===== src/rtl/lshift_seq.sv =====
// ============================================================================
// Module   : lshift_seq
// Brief    : Sequential variable left shifter, 2 bits per cycle, with
//            valid/ready handshakes on both the operand and result sides.
// Revision : 1.0 - initial release
// ============================================================================
`default_nettype none

module lshift_seq #(
    parameter  int WIDTH = 16,
    parameter  int SHW   = 4,
    localparam int OUT_W = WIDTH + (2**SHW) - 1
) (
    input  logic             clk,
    input  logic             reset,
    input  logic             in_valid,
    output logic             in_ready,
    input  logic [WIDTH-1:0] entrada,
    input  logic [SHW-1:0]   amount,
    output logic             out_valid,
    input  logic             out_ready,
    output logic [OUT_W-1:0] saida,
    output logic             busy,
    output logic [7:0]       done_cnt
);

    localparam logic [1:0] c_S_IDLE  = 2'd0;
    localparam logic [1:0] c_S_SHIFT = 2'd1;
    localparam logic [1:0] c_S_DONE  = 2'd2;

    localparam logic [SHW-1:0] c_TWO = SHW'(2);

    logic [1:0]       r_state;
    logic [1:0]       w_next_state;
    logic [OUT_W-1:0] r_acc;
    logic [SHW-1:0]   r_rem;
    logic [7:0]       r_done_cnt;

    logic             w_accept;
    logic             w_handoff;

    assign w_accept  = (r_state == c_S_IDLE) && in_valid;
    assign w_handoff = (r_state == c_S_DONE) && out_ready;

    // State register
    always_ff @(posedge clk or negedge reset) begin
        if (!reset) begin
            r_state <= c_S_IDLE;
        end else begin
            r_state <= w_next_state;
        end
    end

    // Next-state logic
    always_comb begin
        w_next_state = r_state;
        case (r_state)
            c_S_IDLE: begin
                if (in_valid) begin
                    w_next_state = (amount == '0) ? c_S_DONE : c_S_SHIFT;
                end
            end
            c_S_SHIFT: begin
                // Both a 2-bit step from rem==2 and the final 1-bit step empty rem.
                if (r_rem <= c_TWO) begin
                    w_next_state = c_S_DONE;
                end
            end
            c_S_DONE: begin
                if (out_ready) begin
                    w_next_state = c_S_IDLE;
                end
            end
            default: begin
                w_next_state = c_S_IDLE;
            end
        endcase
    end

    // Datapath: accumulator, remaining amount and completion counter
    always_ff @(posedge clk or negedge reset) begin
        if (!reset) begin
            r_acc      <= '0;
            r_rem      <= '0;
            r_done_cnt <= '0;
        end else begin
            if (w_accept) begin
                r_acc <= OUT_W'(entrada);
                r_rem <= amount;
            end else if (r_state == c_S_SHIFT) begin
                if (r_rem >= c_TWO) begin
                    r_acc <= r_acc << 2;
                    r_rem <= r_rem - c_TWO;
                end else begin
                    r_acc <= r_acc << 1;
                    r_rem <= '0;
                end
            end
            if (w_handoff) begin
                r_done_cnt <= r_done_cnt + 8'd1;
            end
        end
    end

    // Output decode
    always_comb begin
        in_ready  = (r_state == c_S_IDLE);
        out_valid = (r_state == c_S_DONE);
        busy      = (r_state != c_S_IDLE);
        saida     = (r_state == c_S_DONE) ? r_acc : '0;
        done_cnt  = r_done_cnt;
    end

endmodule

`default_nettype wire

===== config.mk =====
export PLATFORM = sky130hd
export DESIGN_NAME = lshift_seq
export DESIGN_NICKNAME = d
export VERILOG_FILES = /design/src/rtl/lshift_seq.sv
export SDC_FILE = /design/constraint.sdc
export NUM_CORES = 1
export LEC_CHECK = 0
export CAP_MARGIN = 10
export CORE_ASPECT_RATIO = 1.75
export CORE_UTILIZATION = 49
export CTS_CLUSTER_SIZE = 25
export DETAILED_ROUTE_END_ITERATION = 7
export PLACE_DENSITY = 0.79
export SLEW_MARGIN = 20
export SYNTH_ARGS = -nofsm -noshare
export SYNTH_HDL_FRONTEND = slang
export SYNTH_SLANG_ARGS = --single-unit
export TNS_END_PERCENT = 100

===== constraint.sdc =====
create_clock -name clk -period 1.9 [get_ports clk]
set_input_delay 0.19 -clock clk [delete_from_list [all_inputs] [get_ports clk]]
set_output_delay 0.19 -clock clk [all_outputs]
set_load 0.01 [all_outputs]

Word level (Yosys, flattened, before mapping):

Index checks and enable logic that the tools add are counted.

* bits in registers: 45
* bits in latches: 0
* bits in writable memories: 0
* memory bits (read-only): 0
* input port bits: 24
* output and inout port bits: 42
* word-level logic and storage cells: 32
* memories kept: 0

* add/sub/neg operators: 2
* $mul: 0
* div/mod/pow operators: 0
* magnitude comparators: 2
* equality and inequality tests: 5
* shift operators: 0
* mux-type cells: 12
* bitwise gates (word level): 0
* reduce and logical (&&, ||, !) cells: 7

Operators by type and width (count)
* 2-to-1 mux 31 bit: 4
* 2-to-1 mux 4 bit: 3
* adder 8 x 1 -> 8 bit, second input constant: 1
* 2-to-1 mux 2 bit: 4
* one-hot mux 2 bit (3 select lines): 1
* greater-or-equal comparator 4 x 2 -> 1 bit, second input constant: 1
* less-or-equal comparator 4 x 2 -> 1 bit, second input constant: 1
* logical NOT 4 bit: 1
* != test 2 bit, second input constant: 2
* nonzero test 2 bit: 2
* subtractor 4 x 2 -> 4 bit, second input constant: 1
* AND reduction 3 bit: 1
* equality test 2 x 1 -> 1 bit, second input constant: 1
* equality test 2 bit, second input constant: 1
* logical AND 1 bit: 2
* logical NOT 2 bit: 1
* != test 2 x 1 -> 1 bit, second input constant: 1

Longest topological paths before layout:

Gate-level depths: netlist of run 1.

* depth in word-level cells: 4
* mapped depth: 6
* gate-level depth less buffers: 5

Least setup slack after synthesis of run 1:

OpenSTA, ideal clock, no wires.

* path type: register -> register
* start: reg r_rem[2]
* end: reg r_rem[2]
* library setup time: 0.082 ns
* arrival time: 1.505 ns
* data required time: 1.818 ns
* setup slack: 0.313 ns
* cell stages (with the launch flop): 6
* path buffers: 1
* period minus slack after synthesis: 1.587 ns
* cells stage by stage: dfrtp_1 clkbuf_1 inv_1 ha_1 or3_1 a31oi_1

* cells in the longest elaborated chain, start to end: 4
* elaborated cells between the ends (all ways): 5
* those cells by class: add/sub: 1; order compare: 1; mux: 3

Ends and longest elaborated chain
* start, declared: line 36 `logic [SHW-1:0] r_rem;`
* start signal, assigned: line 89 `r_rem <= amount;`
* start signal, assigned: line 93 `r_rem <= r_rem - c_TWO;`
* subtractor 4 x 2 -> 4 bit or greater-or-equal comparator 4 x 2 -> 1 bit (tied branches): line 93, 91
* 2-to-1 mux 4 bit *: line 91 `if (r_rem >= c_TWO) begin`
* 2-to-1 mux 4 bit *: line 90 `end else if (r_state == c_S_SHIFT) begin`
* 2-to-1 mux 4 bit *: line 87 `if (w_accept) begin`

Every way passes the cells marked *; elsewhere a longest branch is shown, timed or not. The select of a mux whose other input is x is not followed.
A chain may end at the register's enable or synchronous reset.

Worst setup path after layout of run 1:

* start: reg r_state[0]
* end: out out_valid

* cells in the longest elaborated chain, start to end: 1

Ends and longest elaborated chain
* start, declared: line 33 `logic [1:0] r_state;`
* start signal, assigned: line 48 `r_state <= c_S_IDLE;`
* start signal, assigned: line 50 `r_state <= w_next_state;`
* equality test 2 bit: line 108 `out_valid = (r_state == c_S_DONE);`
* end, declared: line 20 `output logic out_valid,`

Every way passes these cells.

==> summary by stage, run 1 <==
Run status
The flow ran to the end, but the final reports show violations. The final reports fail on DRC.

STA
Measured against its own limit, the worst slew margin works out to about three fifths. The final hold violation count came to 0. Setup violations remaining at the end of the flow were counted as 0. Setup repair after global routing left no endpoint under its margin. Adding up every negative setup slack in the final design gives 0 ns. The period utilization is just under 100%. The count of final max-slew check failures was 0. For the pin with the worst max-slew slack, the measured transition is 0.572 ns.

The final setup skew is approximately 0.0043 ns. Derived from the worst setup path, the maximum achievable clock frequency is about 0.54 GHz. The smallest clock period supported by the final layout is computed as approximately 1.8 ns.

Layout
The number of standard cells in the final layout excluding fillers is 400. The layout filler cell count is approximately 450. The antenna diode instance count is 0. The layout-stage area growth over the synthesis result is 31.3%.

The fraction of final layout cells with drive strength greater than 1 is around 10%. In the layout the commonest cells are sky130_fd_sc_hd__dfrtp_1 (45), sky130_fd_sc_hd__nand2_1 (35), sky130_fd_sc_hd__clkdlybuf4s50_1 (32), sky130_fd_sc_hd__dlygate4sd2_1 (32), sky130_fd_sc_hd__and2_1 (31). The final layout contains 370 nets.

The most common library cell in the layout ignoring fill and taps is sky130_fd_sc_hd__dfrtp_1.

Floorplan
The number of cell rows is 35. Measured along the x axis, the die boundary spans between 50 and 60 µm. During I/O placement, the number of pins put on the boundary was between 60 and 70. The die is just under 100 µm tall. The die footprint is 5700 µm². Once the floorplan was initialized, standard cells occupied ~50% of the core. The core region is 5210 µm².

Pwr
The overall power of the completed layout is roughly 4.9 mW. The switching power share of the total is 40.2%. In this run, the combinational gates consume a little under half of the power. The static leakage is approximately 1.6 nW. IR analysis of the VDD net gives a maximum drop of around 1 mV. The total power divided by cell area is between 1000 and 1500 nW/µm². Per report_power, the clock group accounts for between 15 and 20% of the total. The relative contribution of sequential cells to total power is between 30% and 40%. The internal power of the cells totals roughly 2.9 mW. The switching power total is just under 2 mW.

Placed design
Summed over all nets, the half-perimeter wirelength after detailed placement is 4550 µm. At the end of routability-driven placement, the weighted congestion stood at roughly 0.8. The total placed cells including tap cells is 390. In this run the tool buffered the top-level ports with 65 buffer cells.

Clock network
The clock-pin slew reported for the worst setup and hold paths after clock tree synthesis is roughly 0.090 ns. The clock tree from TritonCTS is yes. The clock tree root buffer cell is sky130_fd_sc_hd__clkbuf_8.

The clock tree synthesis step divided the H-tree into 2 levels. The clock reaches the later pin of the worst-skew pair after about 0.3 ns. The clock drives between 40 and 50 sinks.

Counting along the longest clock path gives a buffer depth of 2. The number of buffers inserted during clock tree synthesis is 5.

Synthesis
The number of nets in the synthesized netlist is 303. The number of different library cells in the post-synthesis netlist is between 40 and 50. The dominant register cell in the synthesized netlist is sky130_fd_sc_hd__dfrtp_1.

The number of synthesized register bits is 45. For this run, the number of Yosys warnings is 0. A synthesized cell averages roughly 9.5 µm². The number of synthesized flops with an enable pin is 0.

The post-synthesis async set-or-reset flop share is 100%. The post-synthesis instance area is 2640 µm². After technology mapping, the gate count stands at ~280. Sequential cells were found to cover a little over two fifths of the synthesized design area.

Global routing
Entering global routing, the biggest net connects 46 pins. The first-pass GRT wire length is between 10,000 and 15,000 µm. The initial antenna violation count is 0. The via count of the first global-routing pass is around 2,300. The sum of overflow across all layers after global routing is 0. For this run, the total global-route usage over all layers was measured as 24.5%.

Setup path
At the worst endpoint, the required time is approximately 1.7 ns. The type of origin of the critical path is a flip-flop. The highest cell delay on the worst timing path is 0.55 ns.

The arrival time of data at the critical path endpoint is about 1.7 ns. The endpoint class of the critical path is an output port. The critical path goes through nor2b_2, buf_6, clkdlybuf4s50_1.

The slowest library cell on the worst path is sky130_fd_sc_hd__clkdlybuf4s50_1. The largest fanout of any net on the critical path is 23. The type of the worst setup path is reg2out.

Routing
The final route contains 2,290 vias. The starting DRC count in detailed routing is slightly below 70. Dividing the detail-routed wire length by the instance count gives between 15 and 20 µm. For this block, the routed nets add up to about 6300 µm of wire.

Once detail routing completed, the nets flagged for antenna violations numbered 0. The number of design rule violations left after detail routing is 5. After detailed routing, the number of vias per cell comes to around 5.7. The first detailed-routing pass ran for 6 iterations.

Run
The max-capacitance violation count is 0.

Hold path
The path class of the tightest hold or removal check is reg2reg.
## critical path: cells and delay by family, from the launching register on
family	cells	cell delay, ns
buffers and inverters	2	0.75
DFF	1	0.41
and+or+nand+nor	1	0.18
## power groups by stage
stage	Sequential (mW)	Clock, mW	Combinational, mW
2_1_floorplan	1.63	0	1.58
3_3_place_gp	1.72	0	2.27
3_5_place_dp	1.73	0	2.31
4_1_cts	1.70	0.885	2.29
5_1_grt	1.76	0.926	2.51
6_report	1.72	0.874	2.28
## logic make-up (layout without fill, tap and decap cells)
family | after synthesis | count (layout) | share of synthesized area (%)
simple gates | 101 | 101 | 21.8
compound gates | 72 | 72 | 18.2
flops | 45 | 45 | 42.7
buf+inv | 28 | 96 | 5.78
mux | 22 | 22 | 8.39
xor+xnor | 7 | 7 | 2.32
fa+ha+maj | 2 | 2 | 0.948
## path summary, 6_finish.rpt
check / start / to / slack (ns) / cells after the start
min: done_cnt[7]$_DFFE_PN0P_ / done_cnt[7]$_DFFE_PN0P_ / 0.48 / 1
max: r_state[0]$_DFFE_PN0P_ / out_valid / 0.06 / 3
min in group asynchronous: reset / done_cnt[1]$_DFFE_PN0P_ / 0.50 / 3
max in group asynchronous: reset / r_acc[13]$_DFFE_PN0P_ / 1.01 / 3
min reg2reg: done_cnt[7]$_DFFE_PN0P_ / done_cnt[7]$_DFFE_PN0P_ / 0.48 / 1
max reg2reg: r_state[1]$_DFFE_PN0P_ / r_rem[3]$_DFFE_PN0P_ / 0.19 / 5
## sequential cells by signal (all words and copies together) (netlist names)
signal    flops
done_cnt      8
r_rem         4
r_acc        31
r_state       2
## repair_timing
item | 4_1_cts | 5_1_grt
hold buffers | 1 | 0
setup buffers | 1 | 0
endpoints found under the setup margin | 32 | 0
gates resized for setup | 34 | 0
endpoints found under the hold margin | 45 | 0
## metrics by stage
step           hold slack [ns]  worst slack [ns]  util [%]  cell area, µm²
3_3_place_gp             0.305             0.235      64.2            3340
3_5_place_dp             0.305             0.130      64.2            3340
6_report                 0.483            0.0586      66.5            3470
5_1_grt                  0.495           0.00867      66.5            3470
2_1_floorplan           -0.106             0.313         -            2640
4_1_cts                  0.473            0.0579      66.5            3470
## area by class of cell
class | instances | area, µm² | area share (%)
Clock buffer | 5 | 68.8 | 1.99
Tap cell | 55 | 68.8 | 1.99
Clock inverter | 3 | 68.8 | 1.99
Timing Repair Buffer | 83 | 751 | 21.7
Sequential cell | 45 | 1130 | 32.5
Inverter | 5 | 18.8 | 0.542
Multi-Input combinational cell | 204 | 1360 | 39.4
## cells in the mapped netlist (5+ instances only)
cell type	number	share of area (%)
sky130_fd_sc_hd__a21oi_1	15	2.8
sky130_fd_sc_hd__inv_1	5	0.71
sky130_fd_sc_hd__nand2_1	35	5.0
sky130_fd_sc_hd__mux2i_1	21	8.0
sky130_fd_sc_hd__o31ai_1	8	2.3
sky130_fd_sc_hd__and2_1	31	7.3
sky130_fd_sc_hd__buf_2	7	1.3
sky130_fd_sc_hd__dfrtp_1	45	43
sky130_fd_sc_hd__o31a_1	8	2.7
sky130_fd_sc_hd__a211oi_1	9	2.6
sky130_fd_sc_hd__nor2_1	7	1.0
sky130_fd_sc_hd__o21ai_0	18	3.4
sky130_fd_sc_hd__clkbuf_1	9	1.3
sky130_fd_sc_hd__nor2b_1	8	1.9
sky130_fd_sc_hd__o221ai_1	6	2.0
## layer usage
| metal | track usage [%] | share of wire, % | vias to the layer above |
|---|---|---|---|
| met5 | 0 | 0 | - |
| met4 | 7.69 | 0.95 | 0 |
| met3 | 2.86 | 2.9 | 4 |
| met2 | 46.5 | 58 | 51 |
| met1 | 27.4 | 38 | 1131 |
| li1 | - | - | 1104 |
Note: power is estimated with default switching activity, not from simulation.
==> run 2, diff against run 1 <==
- REMOVE_ABC_BUFFERS: not set -> 1
==> summary by stage, run 2 (synthesis results as in run 1) <==
Routing
The average vias per placed instance is 5.82 (+1.7%). The number of design rule violations left after detail routing is 6 (+1). The total vias in the final route is 2,363 (+3.2%). The iteration count of the initial detailed-routing pass is 6 (unchanged).

The starting DRC count in detailed routing is 88 (+28%). The remaining number of nets flagged by the antenna check after routing is 0 (unchanged). The final routed wire length divided by cell count is 16.1 µm (+1.4%).

The total routed wirelength is 6530 µm (+2.9%).

Clock network
The tree is rooted in a sky130_fd_sc_hd__clkbuf_8. The number of buffers inserted during clock tree synthesis was 5 (unchanged). TritonCTS built the clock tree.

The count of clock tree sinks is 45 (unchanged). The deepest clock path buffer count came to 2 (unchanged). The total number of H-tree levels is 2 (unchanged). The clock-pin slew reported for the worst setup and hold paths after clock tree synthesis is 0.08 ns (about the same). The clock latency at the later pin of the worst-skew pair is 0.30 ns (about the same).

Global routing
The global-route usage over all layers is 23.0% (-1.5 points). The via count of the first global-routing pass is 2,178 (-3.5%). The maximum number of pins on one net before global-route repair was 30 (-35%). The sum of overflow across all layers after global routing came to 0 (unchanged).

The initial antenna violation count came to 0 (unchanged). The first-pass GRT wire length is 10,300 µm (-4.6%).

Layout
The layout filler cell count is 421 (-6.2%). The most common library cell in the layout ignoring fill and taps is sky130_fd_sc_hd__dfrtp_1. Ranked by flip-flop count, first place goes to r_acc. The flip-flop count of the largest register, all copies and words added came to 31 (unchanged).

The library cells used most frequently in the layout, excluding fill and tap cells, are sky130_fd_sc_hd__dfrtp_1 (45), sky130_fd_sc_hd__nand2_1 (35), sky130_fd_sc_hd__clkdlybuf4s50_1 (32). The final layout net count came to 377 (+1.9%). The fraction of final layout cells with drive strength greater than 1 was 11.7% (+1.5 points). The cell area after layout came to 3600 µm² (+3.9%). The post-route core utilization was 69.1% (+2.6 points). From synthesis to final layout, the design area changed by 36.4%.

The antenna diode instance count came to 0 (unchanged).

Placed design
The detailed placement HPWL was 4550 µm (about the same). The placement-stage cell area came to 3390 µm² (+1.4%). The post-place setup slack was 0.234 ns (+0.104 ns). The count of buffers from port buffering is 65 (unchanged). The last weighted congestion value of the routability-driven placer is 0.812 (+0.82%).

Floorplan
The number of cell rows is 35 (unchanged). The x dimension of the die is 57.5 µm (unchanged). The die footprint is 5700 µm² (unchanged). The floorplan core area came to 5210 µm² (unchanged).

The height of the die was 99.1 µm (unchanged). The number of top-level design ports is 66 (unchanged). The starting density of the core is 50.7% (unchanged).

STA
The final worst slack is 0.0226 ns (-0.0361 ns). The period utilization is 98.8% (+1.9 points). The post-layout minimum cycle time was 1.88 ns (+0.0361 ns).

The final hold violation count is 0 (unchanged). The setup TNS was 0 ns (unchanged). The worst-case hold slack is 0.445 ns (-0.0380 ns).

The count of final max-slew check failures is 0 (unchanged). The timing-limited maximum frequency is 0.533 GHz (-1.9%). The final setup skew is 0.00824 ns (+0.00396 ns).

The headroom to the max-slew limit is 56.8% (-5.1 points). The slew at the pin closest to its max-slew limit is 0.648 ns (+0.0759 ns). The number of setup violations in the final report is 0 (unchanged).

Setup path
The arrival time of data at the critical path endpoint is 1.69 ns (+0.04 ns). The setup path with the least slack is of type reg2out. The largest fanout of any net on the critical path is 3 (-87%). The worst setup path is captured at an output port. The worst path required time is 1.71 ns (about the same).

The worst register-to-register path begins at r_state[0]$_DFFE_PN0P_. The worst setup path is launched from a flip-flop. The critical path starts at r_state[0]$_DFFE_PN0P_.

Pwr
The worst supply voltage drop on vdd is 0.752 mV (-24%). The total power divided by cell area is 1360 nW/µm² (-3.3%). The static leakage is 1.89 nW (+18%).

Run status
The checks that failed: DRC. The flow ran to the end, but the final reports show violations.

Hold path
The tightest min-delay check is of the in2async type.

Run
The max-capacitance violation count is 0 (unchanged).
## run 2: path summary, 6_finish.rpt
check	cells after the start	slack, ns	end
setup / recovery	3	0.02	busy
hold / removal	2	0.45	r_acc[26]$_DFFE_PN0P_
setup reg to reg	5	0.28	r_rem[3]$_DFFE_PN0P_
hold reg to reg	1	0.47	done_cnt[7]$_DFFE_PN0P_
max in group asynchronous	3	0.85	r_acc[15]$_DFFE_PN0P_
min in group clk	1	0.47	done_cnt[7]$_DFFE_PN0P_
## run 2: routing by layer
layer  GRT usage (%)  wire length [µm]
met5               0                 0
met4            8.26               104
met3            2.60               230
met2            41.5              3610
met1            27.4              2590
## run 2: area by class of cell
type | instances | area [µm²] | area share, %
multi-input cells | 204 | 1370 | 38.0
clock buffers | 5 | 68.8 | 1.91
clock inverters | 2 | 35.0 | 0.973
well taps | 55 | 68.8 | 1.91
flip-flops and latches | 45 | 1130 | 31.3
repair buffers | 90 | 913 | 25.4
inverters | 5 | 18.8 | 0.521
## run 2: power breakdown
| part | total, mW | leakage [nW] | switching, mW | internal (mW) |
|---|---|---|---|---|
| logic | 2.46 | 1.26 | 1.24 | 1.22 |
| clock network | 0.708 | 0.0540 | 0.325 | 0.383 |
| registers | 1.72 | 0.581 | 0.413 | 1.31 |
## run 2: per-stage QoR
step                      power [mW]  cells
final                           4.89    406
after global routing            5.20    406
after CTS                       4.82    403
after detailed placement        4.10    393
after global placement          4.02    393
after floorplan                 3.02    254
## run 2: what timing repair did
action | 4_1_cts | 5_1_grt
pin swaps | 0 | 0
gates resized for setup | 14 | 20
endpoints found under the hold margin | 26 | 0
buffers inserted | 2 | 2
gates cloned | 0 | 1
hold buffers | 1 | 0
setup endpoints to repair | 32 | 20
## run 2: worst max-delay path, stage by stage, from the launching register on
cell and delay (ns):
sky130_fd_sc_hd__dfrtp_1 0.43, sky130_fd_sc_hd__buf_4 0.16, sky130_fd_sc_hd__or2_2 0.32, sky130_fd_sc_hd__clkdlybuf4s50_1 0.48
